File: src/rtl/fetch_ctrl_pkg.sv
// Shared pipeline definitions for the fetch stage: NOP encoding, fetch FSM
// state encoding and the default reset PC.
package fetch_ctrl_pkg;

  localparam logic [31:0] NOP_INSTR        = 32'h0000_0013;
  localparam logic [31:0] RESET_PC_DEFAULT = 32'h0000_0000;

  localparam logic [1:0] ST_BOOT = 2'd0;
  localparam logic [1:0] ST_RUN  = 2'd1;
  localparam logic [1:0] ST_HALT = 2'd2;

  // A redirect target is usable only if it lies on a 4-byte boundary.
  function automatic logic word_aligned(input logic [1:0] low_bits);
    return (low_bits == 2'b00);
  endfunction

endpackage

File: src/rtl/fetch_ctrl_if_id.sv
// IF/ID pipeline register: clr inserts a bubble and wins over en (load).
module if_id_reg
  import fetch_ctrl_pkg::*;
#(
  parameter int ADDRESS_WIDTH = 32,
  parameter int DATA_WIDTH    = 32
) (
  input  logic                     clk,
  input  logic                     rst,
  input  logic                     en,
  input  logic                     clr,
  input  logic [DATA_WIDTH-1:0]    instr_in,
  input  logic [ADDRESS_WIDTH-1:0] pc_in,
  input  logic [ADDRESS_WIDTH-1:0] pc_plus4_in,
  output logic [DATA_WIDTH-1:0]    instr_d,
  output logic [ADDRESS_WIDTH-1:0] pc_d,
  output logic [ADDRESS_WIDTH-1:0] pc_plus4_d,
  output logic                     valid_d
);

  // IF/ID contents: reset/clear to bubble, load on en, otherwise hold.
  always_ff @(posedge clk or posedge rst) begin
    if (rst) begin
      instr_d    <= DATA_WIDTH'(NOP_INSTR);
      pc_d       <= '0;
      pc_plus4_d <= '0;
      valid_d    <= 1'b0;
    end else if (clr) begin
      instr_d    <= DATA_WIDTH'(NOP_INSTR);
      pc_d       <= '0;
      pc_plus4_d <= '0;
      valid_d    <= 1'b0;
    end else if (en) begin
      instr_d    <= instr_in;
      pc_d       <= pc_in;
      pc_plus4_d <= pc_plus4_in;
      valid_d    <= 1'b1;
    end else begin
      instr_d    <= instr_d;
      pc_d       <= pc_d;
      pc_plus4_d <= pc_plus4_d;
      valid_d    <= valid_d;
    end
  end

endmodule

File: src/rtl/fetch_ctrl.sv
// Instruction fetch controller: PC register, BOOT/RUN/HALT FSM, redirect
// handling with misalignment trap, and the IF/ID register instance.
module fetch_ctrl
  import fetch_ctrl_pkg::*;
#(
  parameter int                       ADDRESS_WIDTH = 32,
  parameter int                       DATA_WIDTH    = 32,
  parameter logic [ADDRESS_WIDTH-1:0] RESET_PC      = ADDRESS_WIDTH'(RESET_PC_DEFAULT)
) (
  input  logic                     clk,
  input  logic                     rst,
  input  logic                     stall_f,
  input  logic                     stall_d,
  input  logic                     flush_d,
  input  logic                     pc_src_e,
  input  logic [ADDRESS_WIDTH-1:0] pc_target_e,
  output logic [ADDRESS_WIDTH-1:0] instr_addr,
  input  logic [DATA_WIDTH-1:0]    instr_f,
  output logic [DATA_WIDTH-1:0]    instr_d,
  output logic [ADDRESS_WIDTH-1:0] pc_d,
  output logic [ADDRESS_WIDTH-1:0] pc_plus4_d,
  output logic                     valid_d,
  output logic                     misalign_err,
  output logic [31:0]              fetch_count
);

  logic [ADDRESS_WIDTH-1:0] pc_r;
  logic [ADDRESS_WIDTH-1:0] pc_next_s;
  logic [ADDRESS_WIDTH-1:0] pc_plus4_s;
  logic [1:0]               state_r;
  logic [1:0]               state_next_s;
  logic                     misalign_r;
  logic                     misalign_set_s;
  logic [31:0]              fetch_count_r;
  logic                     ifid_en_s;
  logic                     ifid_clr_s;
  logic                     redirect_bad_s;

  assign pc_plus4_s     = pc_r + ADDRESS_WIDTH'(32'd4);
  assign redirect_bad_s = pc_src_e & ~word_aligned(pc_target_e[1:0]);

  // Next-state, next-PC and IF/ID control decode.
  always_comb begin
    pc_next_s      = pc_r;
    state_next_s   = state_r;
    ifid_en_s      = 1'b0;
    ifid_clr_s     = 1'b0;
    misalign_set_s = 1'b0;
    case (state_r)
      ST_BOOT: begin
        pc_next_s    = RESET_PC;
        ifid_clr_s   = 1'b1;
        state_next_s = ST_RUN;
      end
      ST_RUN: begin
        if (redirect_bad_s) begin
          // Bad target: freeze the PC and trap until the next reset.
          misalign_set_s = 1'b1;
          ifid_clr_s     = 1'b1;
          state_next_s   = ST_HALT;
        end else begin
          if (pc_src_e) begin
            pc_next_s = pc_target_e;
          end else if (stall_f) begin
            pc_next_s = pc_r;
          end else begin
            pc_next_s = pc_plus4_s;
          end
          if (flush_d) begin
            ifid_clr_s = 1'b1;
          end else if (stall_d) begin
            ifid_en_s = 1'b0;
          end else begin
            ifid_en_s = 1'b1;
          end
        end
      end
      ST_HALT: begin
        ifid_clr_s = 1'b1;
      end
      default: begin
        pc_next_s    = RESET_PC;
        ifid_clr_s   = 1'b1;
        state_next_s = ST_BOOT;
      end
    endcase
  end

  // PC, FSM state, sticky misalignment flag and accepted-instruction counter.
  always_ff @(posedge clk or posedge rst) begin
    if (rst) begin
      pc_r          <= RESET_PC;
      state_r       <= ST_BOOT;
      misalign_r    <= 1'b0;
      fetch_count_r <= 32'd0;
    end else begin
      pc_r          <= pc_next_s;
      state_r       <= state_next_s;
      misalign_r    <= misalign_r | misalign_set_s;
      fetch_count_r <= (ifid_en_s && !ifid_clr_s) ? fetch_count_r + 32'd1 : fetch_count_r;
    end
  end

  assign instr_addr   = pc_r;
  assign misalign_err = misalign_r;
  assign fetch_count  = fetch_count_r;

  if_id_reg #(
    .ADDRESS_WIDTH(ADDRESS_WIDTH),
    .DATA_WIDTH   (DATA_WIDTH)
  ) u_if_id (
    .clk        (clk),
    .rst        (rst),
    .en         (ifid_en_s),
    .clr        (ifid_clr_s),
    .instr_in   (instr_f),
    .pc_in      (pc_r),
    .pc_plus4_in(pc_plus4_s),
    .instr_d    (instr_d),
    .pc_d       (pc_d),
    .pc_plus4_d (pc_plus4_d),
    .valid_d    (valid_d)
  );

endmodule

File: config.mk
export PLATFORM = sky130hd
export DESIGN_NAME = fetch_ctrl
export DESIGN_NICKNAME = d
export VERILOG_FILES = /design/src/rtl/fetch_ctrl_pkg.sv /design/src/rtl/fetch_ctrl_if_id.sv /design/src/rtl/fetch_ctrl.sv
export SDC_FILE = /design/constraint.sdc
export NUM_CORES = 1
export LEC_CHECK = 0
export CORE_AREA = 2 2 106 211
export DETAILED_ROUTE_END_ITERATION = 6
export DIE_AREA = 0 0 108 213
export GPL_TIMING_DRIVEN = 0
export MAX_ROUTING_LAYER = met4
export SKIP_CTS_REPAIR_TIMING = 1
export SLEW_MARGIN = 10
export SYNTH_ARGS = -nofsm -noshare
export SYNTH_HDL_FRONTEND = slang
export SYNTH_SLANG_ARGS = --single-unit
File: constraint.sdc
create_clock -name clk -period 8.1 [get_ports clk]
set_clock_uncertainty 0.2 [all_clocks]
set_input_delay 1.62 -clock clk [delete_from_list [all_inputs] [get_ports clk]]
set_output_delay 1.62 -clock clk [all_outputs]
set_load 0.01 [all_outputs]
==> results of run 1 <==
==> power breakdown <==
group / internal (mW) / switching (mW) / leakage, nW
Combinational: 0.253 / 0.322 / 2.07
Sequential: 0.882 / 0.0902 / 2.22
Clock: 0.535 / 0.345 / 0.300
Total: 1.67 / 0.757 / 4.59
==> metrics by stage <==
stage	power, mW	cells	setup WS, ns
6_report	2.43	1261	4.14
4_1_cts	2.46	1259	4.07
3_5_place_dp	1.57	1227	3.61
5_1_grt	2.55	1261	3.91
3_3_place_gp	1.56	1226	-0.664
2_1_floorplan	1.25	722	1.91
==> registers in the layout, indices dropped and copies added (netlist names) <==
| register | cells |
|---|---|
| fetch_count | 32 |
| instr_addr | 32 |
| misalign_err | 1 |
| state_r | 2 |
| u_if_id.instr_d | 32 |
| u_if_id.pc_d | 30 |
| u_if_id.pc_plus4_d | 32 |
| u_if_id.valid_d | 1 |
==> cell families (layout without fill, tap and decap cells) <==
family	count (synthesis)	in the layout
buf+inv	49	313
simple gates	276	276
compound gates	109	109
fa+ha+maj	2	2
xor+xnor	55	55
mux	69	69
other cells	0	2
flops	162	162
==> per-layer routing <==
metal	global-route usage, %	wire length [um]	share of wire [%]
met5	-	0	0
met4	11.2	892	3.7
met3	3.39	917	3.8
met1	24.1	9190	38
met2	39.3	13200	55
==> critical path: stages <==
cell and delay, ns:
clkdlybuf4s50_1 0.61, o21a_1 0.30, or3_1 0.26, clkbuf_1 0.60, buf_1 0.55, nor2_1 0.11
==> cell type report <==
type	instances	share of cell area, %
sequential	162	37.7
antenna	2	0.0466
inverter	7	0.314
buffer	42	1.57
multi-input combinational	511	29.4
clock inverter	11	1.65
timing repair buffer	232	21.8
tap	273	3.18
clock buffer	21	4.28
==> worst paths after layout <==
path | from | depth (start not counted) | endpoint | slack (ns)
max | pc_src_e | 6 | u_if_id.pc_d[24] | 4.14
min | misalign_err | 1 | misalign_err | 0.27
max reg2reg | instr_addr[2] | 6 | instr_addr[24] | 5.29
min reg2reg | misalign_err | 1 | misalign_err | 0.27
max in group asynchronous | rst | 3 | u_if_id.pc_d[14] | 5.35
min in group asynchronous | rst | 2 | u_if_id.instr_d[3] | 1.38
==> Yosys cell counts, drive strengths merged (3+ instances only) <==
library cell and count:
and3 6, nor3 15, dfrtp 159, nand4 21, a21oi 29, o21ai 50
a22oi 4, inv 7, xnor2 29, clkbuf 27, o311ai 3, a32oi 6
buf 15, nor2 110, mux2i 68, and4 6, nand3 23, o31ai 3
o21a 3, or3b 3, dfstp 3, nor4 8, nand2 63, a31oi 3
nor2b 4, xor2 26, nand2b 5
==> impl_metrics.prom, run 1 <==
# TYPE chip_impl_metric gauge
chip_impl_metric{name="synthesis.nets",unit=""} 794
chip_impl_metric{name="globalRoute.totalOverflow",unit=""} 0
chip_impl_metric{name="timing_hold_violations_final",unit=""} 0
chip_impl_metric{name="ys.warnings.count",unit=""} 0
chip_impl_info{name="synth_top_area_cell",value="dfrtp_1"} 1
chip_impl_metric{name="pwr_density_cell",unit="nW/um^2"} 226
chip_impl_metric{name="worst_ir_drop_vdd",unit="V"} 0.000187
chip_impl_metric{name="synthesis.area",unit="sq um"} 7420
chip_impl_metric{name="final-setup-viol-count",unit=""} 0
chip_impl_metric{name="synthesis.instances",unit=""} 722
chip_impl_info{name="tritoncts_clock_tree",value="done"} 1
chip_impl_metric{name="route.vias.total",unit=""} 6303
chip_impl_metric{name="worst-path-max-fanout",unit=""} 10
chip_impl_metric{name="largest_net_degree_at_the_start_of_global_routing",unit=""} 104
chip_impl_metric{name="leakagePower",unit="nW"} 4.59
chip_impl_info{name="final_cell_mix",value="231 x clkdlybuf4s50_1, 159 x dfrtp_1, 110 x nor2_1"} 1
chip_impl_metric{name="final_min_period_over_clock_period",unit="%"} 48.9
chip_impl_metric{name="whs",unit="ns"} 0.273
chip_impl_metric{name="ff_latch_area",unit="sq um"} 4060
chip_impl_metric{name="synth_xor_area_share",unit="%"} 6.49
chip_impl_metric{name="clock_insertion_delay_worst_skew",unit="ns"} 0.43
chip_impl_metric{name="finalMaxSlewViolations",unit=""} 0
chip_impl_metric{name="via_count_of_the_first_global_routing_pass",unit=""} 6570
chip_impl_metric{name="ys_types",unit=""} 53
chip_impl_metric{name="yosysTopAreaCellShare",unit="%"} 53.6
chip_impl_metric{name="gr-usage-all-layers",unit="%"} 22.3
chip_impl_metric{name="level_count_of_the_clock_h_tree",unit=""} 4
chip_impl_metric{name="wire_length_of_the_first_global_routing_pass",unit="um"} 37300
chip_impl_metric{name="final_design_area_no_fill",unit="sq um"} 10800
chip_impl_metric{name="clkTransAtPathRegs",unit="ns"} 0.07
chip_impl_metric{name="synth_compound_gate_area_share",unit="%"} 8.64
chip_impl_metric{name="pin_count",unit=""} 232
chip_impl_metric{name="synth-seq-area-share",unit="%"} 54.7
chip_impl_metric{name="die-area",unit="sq um"} 23000
chip_impl_metric{name="globalplace.congestion",unit=""} 0.854
chip_impl_metric{name="die-height",unit="um"} 213
chip_impl_metric{name="wl_per_cell",unit="um"} 19.2
chip_impl_metric{name="final_util",unit="%"} 50.2
chip_impl_metric{name="start_util",unit="%"} 34.7
chip_impl_metric{name="synth_fa_ha_area_share",unit="%"} 0.337
chip_impl_info{name="largest_family_of_logic_cells_by_synthesized_area",value="simple AND/OR/NAND/NOR gates"} 1
chip_impl_metric{name="synth-async-reset-ratio",unit="%"} 100
chip_impl_metric{name="routed_via_density",unit=""} 5.00
chip_impl_metric{name="final_period_demand_of_the_worst_path",unit="ns"} 3.96
chip_impl_metric{name="drc",unit=""} 0
chip_impl_info{name="worst_setup_path_start_kind",value="primary input"} 1
chip_impl_metric{name="drt-total-wl",unit="um"} 24200
chip_impl_metric{name="drt-initial-drc-count",unit=""} 202
chip_impl_metric{name="dp.final_hpwl",unit="um"} 18300
chip_impl_info{name="master_cell_of_the_clock_root_buffer",value="clkbuf_16"} 1
chip_impl_metric{name="drv_cap",unit=""} 0
chip_impl_info{name="run_status",value="finished, final reports clean"} 1
chip_impl_metric{name="cp.arrival",unit="ns"} 4.05
chip_impl_metric{name="ant_nets",unit=""} 0
chip_impl_metric{name="timing.fmax",unit="MHz"} 252
chip_impl_metric{name="worst-endpoint-required",unit="ns"} 8.19
chip_impl_metric{name="fin_nets",unit=""} 1045
chip_impl_metric{name="cts_made_buffers",unit=""} 17
chip_impl_metric{name="mean_post_synth_cell_area",unit="sq um"} 10.3
chip_impl_metric{name="synth-simple-area-share",unit="%"} 17.9
chip_impl_metric{name="antenna_found_initial",unit=""} 2
chip_impl_metric{name="slew_headroom",unit="%"} 33.5
chip_impl_metric{name="final_layout_size_suffix_gt1_share",unit="%"} 5.38
chip_impl_metric{name="placeableCoreArea",unit="sq um"} 21400
chip_impl_metric{name="placementRows",unit=""} 76
chip_impl_metric{name="worstMarginPinSlew",unit="ns"} 0.987
chip_impl_metric{name="placed_area",unit="sq um"} 10100
chip_impl_metric{name="final.fill_count",unit=""} 2013
chip_impl_info{name="timing.setup.critical_path_class",value="in -> reg"} 1
chip_impl_metric{name="synth.ff_latch_count",unit=""} 162
chip_impl_metric{name="finalSetupTns",unit="ns"} 0
chip_impl_metric{name="cts.sinks",unit=""} 162
chip_impl_metric{name="io_buffer_count",unit=""} 231
chip_impl_metric{name="floorplan.die.width",unit="um"} 108
chip_impl_info{name="hold_path_class",value="reg -> reg"} 1
chip_impl_info{name="ys.flop_type",value="dfrtp_1"} 1
chip_impl_metric{name="multi_input_area",unit="sq um"} 3170
chip_impl_info{name="synthTopCellsByArea",value="dfrtp_1 54%, mux2i_1 9.2%, nor2_1 5.6%"} 1
chip_impl_metric{name="drt_pre_antenna_iters",unit=""} 4
chip_impl_info{name="rsz_0062_raised_after_global_routing",value="false"} 1
chip_impl_info{name="mostFrequentLayoutCell",value="clkdlybuf4s50_1"} 1
chip_impl_info{name="cp-end-kind",value="register"} 1
chip_impl_metric{name="count_of_flip_flops_with_a_built_in_enable_after_synthesis",unit=""} 0
chip_impl_metric{name="cts.path.max_buffers",unit=""} 2
chip_impl_metric{name="synth.mux.area_fraction",unit="%"} 9.33
chip_impl_metric{name="area_delta_synth_final",unit="%"} 44.9
Power figures use the tool's default switching activity.
==> run 2: changes to the inputs <==
==> constraint.sdc (replaced) <==
create_clock -name clk -period 3.9 [get_ports clk]
set_clock_uncertainty 0.2 [all_clocks]
set_input_delay 0.78 -clock clk [delete_from_list [all_inputs] [get_ports clk]]
set_output_delay 0.78 -clock clk [all_outputs]
set_load 0.01 [all_outputs]
==> run 2 against run 1 <==
Sequential power up 110%. Non-clock buffer count increased by 4. Worst hold slack improved by 0.0031 ns. Utilization rose by 0.21 points. Critical endpoint is now instr_addr[23]. Final area grew 0.42%. Register-to-register slack lost 4.2 ns. Sequential cell count did not move. Clock-buffer cell count unchanged. Sequential share of layout area fell by 0.16 points.
==> impl_metrics.prom, run 2 (same netlist as run 1, synthesis figures left out) <==
# TYPE chip_impl_metric gauge
chip_impl_info{name="timing.hold.worst.start",value="fetch_count[31]"} 1
chip_impl_metric{name="cts_made_buffers",unit=""} 17
chip_impl_metric{name="io_buffer_count",unit=""} 231
chip_impl_metric{name="num_antenna_cells",unit=""} 0
chip_impl_metric{name="drt-total-wl",unit="um"} 24500
chip_impl_info{name="rsz_0062_raised_after_global_routing",value="false"} 1
chip_impl_metric{name="routed_via_density",unit=""} 5.05
chip_impl_metric{name="largest_net_degree_at_the_start_of_global_routing",unit=""} 36
chip_impl_info{name="cp-end-kind",value="register"} 1
chip_impl_metric{name="drc",unit=""} 0
chip_impl_metric{name="cp.arrival",unit="ns"} 3.31
chip_impl_info{name="run_status",value="finished, final reports clean"} 1
chip_impl_metric{name="clkTransAtPathRegs",unit="ns"} 0.06
chip_impl_metric{name="dp.final_hpwl",unit="um"} 18700
chip_impl_metric{name="slew_headroom",unit="%"} 29.7
chip_impl_metric{name="cts.path.max_buffers",unit=""} 2
chip_impl_metric{name="final_design_area_no_fill",unit="sq um"} 10800
chip_impl_info{name="timing.setup.critical_path_class",value="in -> reg"} 1
chip_impl_metric{name="drt_pre_antenna_iters",unit=""} 4
chip_impl_metric{name="timing.hold.worst_path_depth",unit=""} 1
chip_impl_metric{name="worstMarginPinSlew",unit="ns"} 1.04
chip_impl_metric{name="placementRows",unit=""} 76
chip_impl_info{name="whs_endpoint",value="fetch_count[31]"} 1
chip_impl_metric{name="final_period_demand_of_the_worst_path",unit="ns"} 3.15
chip_impl_metric{name="cts.sinks",unit=""} 162
chip_impl_metric{name="globalRoute.totalOverflow",unit=""} 0
chip_impl_metric{name="final_layout_size_suffix_gt1_share",unit="%"} 5.76
chip_impl_metric{name="wire_length_of_the_first_global_routing_pass",unit="um"} 38700
chip_impl_metric{name="worst_ir_drop_vdd",unit="V"} 0.000308
chip_impl_metric{name="die-height",unit="um"} 213
chip_impl_metric{name="finalMaxSlewViolations",unit=""} 0
chip_impl_metric{name="timing_hold_violations_final",unit=""} 0
chip_impl_metric{name="fin_total_pwr",unit="mW"} 5.00
chip_impl_info{name="master_cell_of_the_clock_root_buffer",value="clkbuf_16"} 1
chip_impl_metric{name="start_util",unit="%"} 34.7
chip_impl_info{name="mostFrequentLayoutCell",value="clkdlybuf4s50_1"} 1
chip_impl_info{name="final_cell_mix",value="231 x clkdlybuf4s50_1, 159 x dfrtp_1, 110 x nor2_1"} 1
chip_impl_metric{name="whs",unit="ns"} 0.276
chip_impl_metric{name="ant_nets",unit=""} 0
chip_impl_metric{name="clock_insertion_delay_worst_skew",unit="ns"} 0.44
chip_impl_info{name="worst_setup_path_start_kind",value="primary input"} 1
chip_impl_metric{name="pwr_density_cell",unit="nW/um^2"} 463
chip_impl_metric{name="globalplace.congestion",unit=""} 0.863
chip_impl_metric{name="final-setup-viol-count",unit=""} 0
chip_impl_metric{name="fin_nets",unit=""} 1049
chip_impl_metric{name="pin_count",unit=""} 232
chip_impl_metric{name="placeableCoreArea",unit="sq um"} 21400
chip_impl_metric{name="multi_input_area",unit="sq um"} 3170
chip_impl_metric{name="placed_area",unit="sq um"} 10200
chip_impl_metric{name="worst-path-max-fanout",unit=""} 10
chip_impl_info{name="endpoint_of_the_worst_register_to_register_path",value="instr_addr[24]"} 1
chip_impl_metric{name="route.vias.total",unit=""} 6380
chip_impl_metric{name="wl_per_cell",unit="um"} 19.4
chip_impl_metric{name="gr-usage-all-layers",unit="%"} 23.0
chip_impl_metric{name="level_count_of_the_clock_h_tree",unit=""} 4
chip_impl_metric{name="timing.fmax",unit="MHz"} 317
chip_impl_metric{name="floorplan.die.width",unit="um"} 108
chip_impl_metric{name="final.fill_count",unit=""} 2082
chip_impl_info{name="tritoncts_clock_tree",value="done"} 1
chip_impl_info{name="reg2reg_from",value="instr_addr[2]"} 1
chip_impl_metric{name="via_count_of_the_first_global_routing_pass",unit=""} 6688
chip_impl_metric{name="worst_r2r_path_depth",unit=""} 6
chip_impl_metric{name="ff_latch_area",unit="sq um"} 4060
chip_impl_metric{name="final_util",unit="%"} 50.5
chip_impl_metric{name="leakagePower",unit="nW"} 4.62
chip_impl_info{name="hold_path_class",value="reg -> reg"} 1
chip_impl_metric{name="setup.reg_to_reg.worst_slack",unit="ns"} 1.10
chip_impl_metric{name="antenna_found_initial",unit=""} 0
chip_impl_metric{name="final_min_period_over_clock_period",unit="%"} 80.8
chip_impl_metric{name="worst-endpoint-required",unit="ns"} 4.06
chip_impl_metric{name="area_delta_synth_final",unit="%"} 45.5
chip_impl_metric{name="timing.final.ws_setup",unit="ns"} 0.747
chip_impl_metric{name="drv_cap",unit=""} 0
chip_impl_metric{name="drt-initial-drc-count",unit=""} 234
chip_impl_metric{name="placement.setup.worst_slack",unit="ns"} 0.242
chip_impl_metric{name="die-area",unit="sq um"} 23000
run 2: layer usage:
| layer | part of all wire, % | vias to the layer above | global-route usage, % |
|---|---|---|---|
| li1 | - | 3018 | - |
| met1 | 38 | 3134 | 25.0 |
| met2 | 55 | 188 | 41.1 |
| met3 | 4.3 | 40 | 4.15 |
| met4 | 2.9 | 0 | 9.15 |
| met5 | 0 | - | - |
run 2: worst max-delay path: stages:
cell	delay, ns
clkdlybuf4s50_1	0.59
or3b_2	0.49
a21oi_1	0.65
clkbuf_1	0.46
o21ai_0	0.16
o21ai_0	0.17
run 2: cell type report:
cell class | count | area share [%]
plain buffers | 42 | 1.56
clock buffers | 21 | 4.27
clock inverters | 11 | 1.40
inverters | 7 | 0.278
multi-input cells | 511 | 29.3
flip-flops and latches | 162 | 37.6
well taps | 273 | 3.16
repair buffers | 236 | 22.4
run 2: stage by stage:
step / std cells / TNS [ns]
4_1_cts: 1263 / 0
2_1_floorplan: 722 / 0
5_1_grt: 1263 / 0
3_5_place_dp: 1231 / 0
6_report: 1263 / 0
3_3_place_gp: 1226 / -111.72
run 2: power by group:
group | switching [mW] | internal, mW
logic | 0.684 | 0.533
registers | 0.182 | 1.83
clock network | 0.720 | 1.05
run 2: worst max-delay path by stage:
stage,startpoint,to,slack (ns),cells past startpoint
floorplan,rst,fetch_count[0],0.87,1
detailed placement,pc_src_e,u_if_id.pc_plus4_d[3],0.24,6
finish,pc_src_e,instr_addr[23],0.75,6
global route,pc_src_e,instr_addr[23],0.53,6
CTS,pc_src_e,u_if_id.pc_plus4_d[3],0.71,6
global placement,rst,u_if_id.pc_d[22],-0.73,2
==> run 3: changes to the inputs <==
==> constraint.sdc (replaced) <==
create_clock -name clk -period 3.1 [get_ports clk]
set_clock_uncertainty 0.2 [all_clocks]
set_input_delay 0.62 -clock clk [delete_from_list [all_inputs] [get_ports clk]]
set_output_delay 0.62 -clock clk [all_outputs]
set_load 0.01 [all_outputs]
==> run 3 against run 2 <==
Clock-buffer cell count unchanged. Highest routed layer unchanged. Sequential share of layout area about the same. Largest cell class unchanged. Wire length about the same.
==> impl_metrics.prom, run 3 (same netlist as run 1, synthesis figures left out) <==
# TYPE chip_impl_metric gauge
chip_impl_metric{name="io_buffer_count",unit=""} 231
chip_impl_info{name="rsz_0062_raised_after_global_routing",value="false"} 1
chip_impl_metric{name="timing_hold_violations_final",unit=""} 0
chip_impl_metric{name="placementRows",unit=""} 76
chip_impl_metric{name="cts_made_buffers",unit=""} 17
chip_impl_metric{name="worst_ir_drop_vdd",unit="V"} 0.000390
chip_impl_metric{name="final_period_demand_of_the_worst_path",unit="ns"} 2.89
chip_impl_metric{name="final_layout_size_suffix_gt1_share",unit="%"} 5.96
chip_impl_metric{name="finalMaxSlewViolations",unit=""} 0
chip_impl_metric{name="drv_cap",unit=""} 0
chip_impl_metric{name="finalSetupTns",unit="ns"} 0
chip_impl_metric{name="layout.cells.non_filler",unit=""} 1263
chip_impl_metric{name="gr-usage-all-layers",unit="%"} 23.0
chip_impl_metric{name="worst-path-max-fanout",unit=""} 8
chip_impl_metric{name="final.fill_count",unit=""} 2083
chip_impl_metric{name="place_inst",unit=""} 1231
chip_impl_metric{name="final-setup-viol-count",unit=""} 0
chip_impl_info{name="mostFrequentLayoutCell",value="clkdlybuf4s50_1"} 1
chip_impl_metric{name="level_count_of_the_clock_h_tree",unit=""} 4
chip_impl_metric{name="ant_nets",unit=""} 0
chip_impl_metric{name="timing.fmax",unit="MHz"} 346
chip_impl_metric{name="via_count_of_the_first_global_routing_pass",unit=""} 6688
chip_impl_metric{name="final_util",unit="%"} 50.5
chip_impl_metric{name="area_delta_synth_final",unit="%"} 45.6
chip_impl_metric{name="placement.setup.worst_slack",unit="ns"} -0.398
chip_impl_metric{name="fin_total_pwr",unit="mW"} 6.29
chip_impl_metric{name="worst_r2r_path_depth",unit=""} 6
chip_impl_metric{name="fin_nets",unit=""} 1049
chip_impl_info{name="master_cell_of_the_clock_root_buffer",value="clkbuf_16"} 1
chip_impl_metric{name="final_min_period_over_clock_period",unit="%"} 93.3
chip_impl_metric{name="clkTransAtPathRegs",unit="ns"} 0.06
chip_impl_metric{name="drc",unit=""} 0
chip_impl_metric{name="pin_count",unit=""} 232
chip_impl_metric{name="worst-endpoint-required",unit="ns"} 3.23
chip_impl_metric{name="cp.arrival",unit="ns"} 3.02
chip_impl_metric{name="timing.final.ws_setup",unit="ns"} 0.206
chip_impl_metric{name="drt-total-wl",unit="um"} 24500
chip_impl_metric{name="timing.hold.worst_path_depth",unit=""} 1
chip_impl_info{name="run_status",value="finished, final reports clean"} 1
chip_impl_metric{name="globalplace.congestion",unit=""} 0.863
chip_impl_metric{name="pwr_density_cell",unit="nW/um^2"} 582
chip_impl_info{name="worst_setup_path_start_kind",value="primary input"} 1
chip_impl_metric{name="placeableCoreArea",unit="sq um"} 21400
chip_impl_info{name="crit_path_end",value="fetch_count[31]"} 1
chip_impl_metric{name="wl_per_cell",unit="um"} 19.4
chip_impl_info{name="reg2reg_from",value="instr_addr[2]"} 1
chip_impl_metric{name="cts.sinks",unit=""} 162
chip_impl_metric{name="worstMarginPinSlew",unit="ns"} 1.04
chip_impl_info{name="timing.setup.critical_path_class",value="in -> reg"} 1
chip_impl_metric{name="slew_headroom",unit="%"} 29.9
chip_impl_info{name="tritoncts_clock_tree",value="done"} 1
chip_impl_metric{name="start_util",unit="%"} 34.7
chip_impl_info{name="setup.worst_path.start",value="stall_d"} 1
chip_impl_metric{name="wire_length_of_the_first_global_routing_pass",unit="um"} 38700
chip_impl_metric{name="num_antenna_cells",unit=""} 0
chip_impl_metric{name="setup.reg_to_reg.worst_slack",unit="ns"} 0.30
chip_impl_metric{name="drt-initial-drc-count",unit=""} 239
chip_impl_metric{name="die-height",unit="um"} 213
chip_impl_metric{name="floorplan.die.width",unit="um"} 108
chip_impl_metric{name="drt_pre_antenna_iters",unit=""} 5
chip_impl_info{name="endpoint_of_the_worst_register_to_register_path",value="instr_addr[24]"} 1
chip_impl_metric{name="route.vias.total",unit=""} 6376
chip_impl_info{name="final_cell_mix",value="231 x clkdlybuf4s50_1, 159 x dfrtp_1, 110 x nor2_1"} 1
chip_impl_metric{name="die-area",unit="sq um"} 23000
chip_impl_info{name="cp-end-kind",value="register"} 1
chip_impl_metric{name="globalRoute.totalOverflow",unit=""} 0
chip_impl_metric{name="routed_via_density",unit=""} 5.05
chip_impl_metric{name="leakagePower",unit="nW"} 4.62
chip_impl_info{name="hold_path_class",value="reg -> reg"} 1
chip_impl_metric{name="antenna_found_initial",unit=""} 0
chip_impl_metric{name="dp.final_hpwl",unit="um"} 18700
chip_impl_metric{name="clock_insertion_delay_worst_skew",unit="ns"} 0.45
chip_impl_metric{name="largest_net_degree_at_the_start_of_global_routing",unit=""} 36
chip_impl_metric{name="cts.path.max_buffers",unit=""} 2
==> run 3: worst max-delay path, stage by stage <==
cell and delay, ns:
clkdlybuf4s50_1 0.60, or4b_4 0.58, or3b_4 0.39, nor4_4 0.46
nand4_1 0.19, xnor2_1 0.17
==> run 3: stage by stage <==
step | hold slack [ns] | instance area [sq um]
global placement | 0.255 | 10100
finish | 0.276 | 10800
floorplan | 0.248 | 7420
detailed placement | 0.268 | 10200
global route | 0.300 | 10800
CTS | 0.279 | 10800
==> run 3: final cells by class <==
class	count	area (sq um)	area share, %
clock inverter	11	151	1.40
inverter	7	30.0	0.278
multi-input combinational	511	3170	29.3
tap	273	342	3.16
timing repair buffer	236	2420	22.4
clock buffer	21	460	4.26
sequential	162	4060	37.6
buffer	42	170	1.58
==> run 3: power by group <==
group | internal (mW) | switching (mW) | leakage, nW
combinational | 0.672 | 0.859 | 2.10
clock | 1.32 | 0.909 | 0.298
sequential | 2.30 | 0.229 | 2.22
total | 4.29 | 2.00 | 4.62
==> run 3: how the worst min path moves through the flow <==
stage,from,end,slack [ns]
3_5_place_dp,fetch_count[31],fetch_count[31],0.27
6_report,fetch_count[31],fetch_count[31],0.28
5_1_grt,u_if_id.valid_d,u_if_id.valid_d,0.30
4_1_cts,fetch_count[31],fetch_count[31],0.28
2_1_floorplan,state_r[1],state_r[0],0.25
3_3_place_gp,misalign_err,misalign_err,0.25
==> run 3: metal layers <==
metal  track usage, %  wire length [um]  vias up
li1                 -                 -     3016
met1             25.0              9230     3141
met2             41.1             13600      178
met3             4.15              1050       41
met4             9.15               690        0
met5                -                 0        -
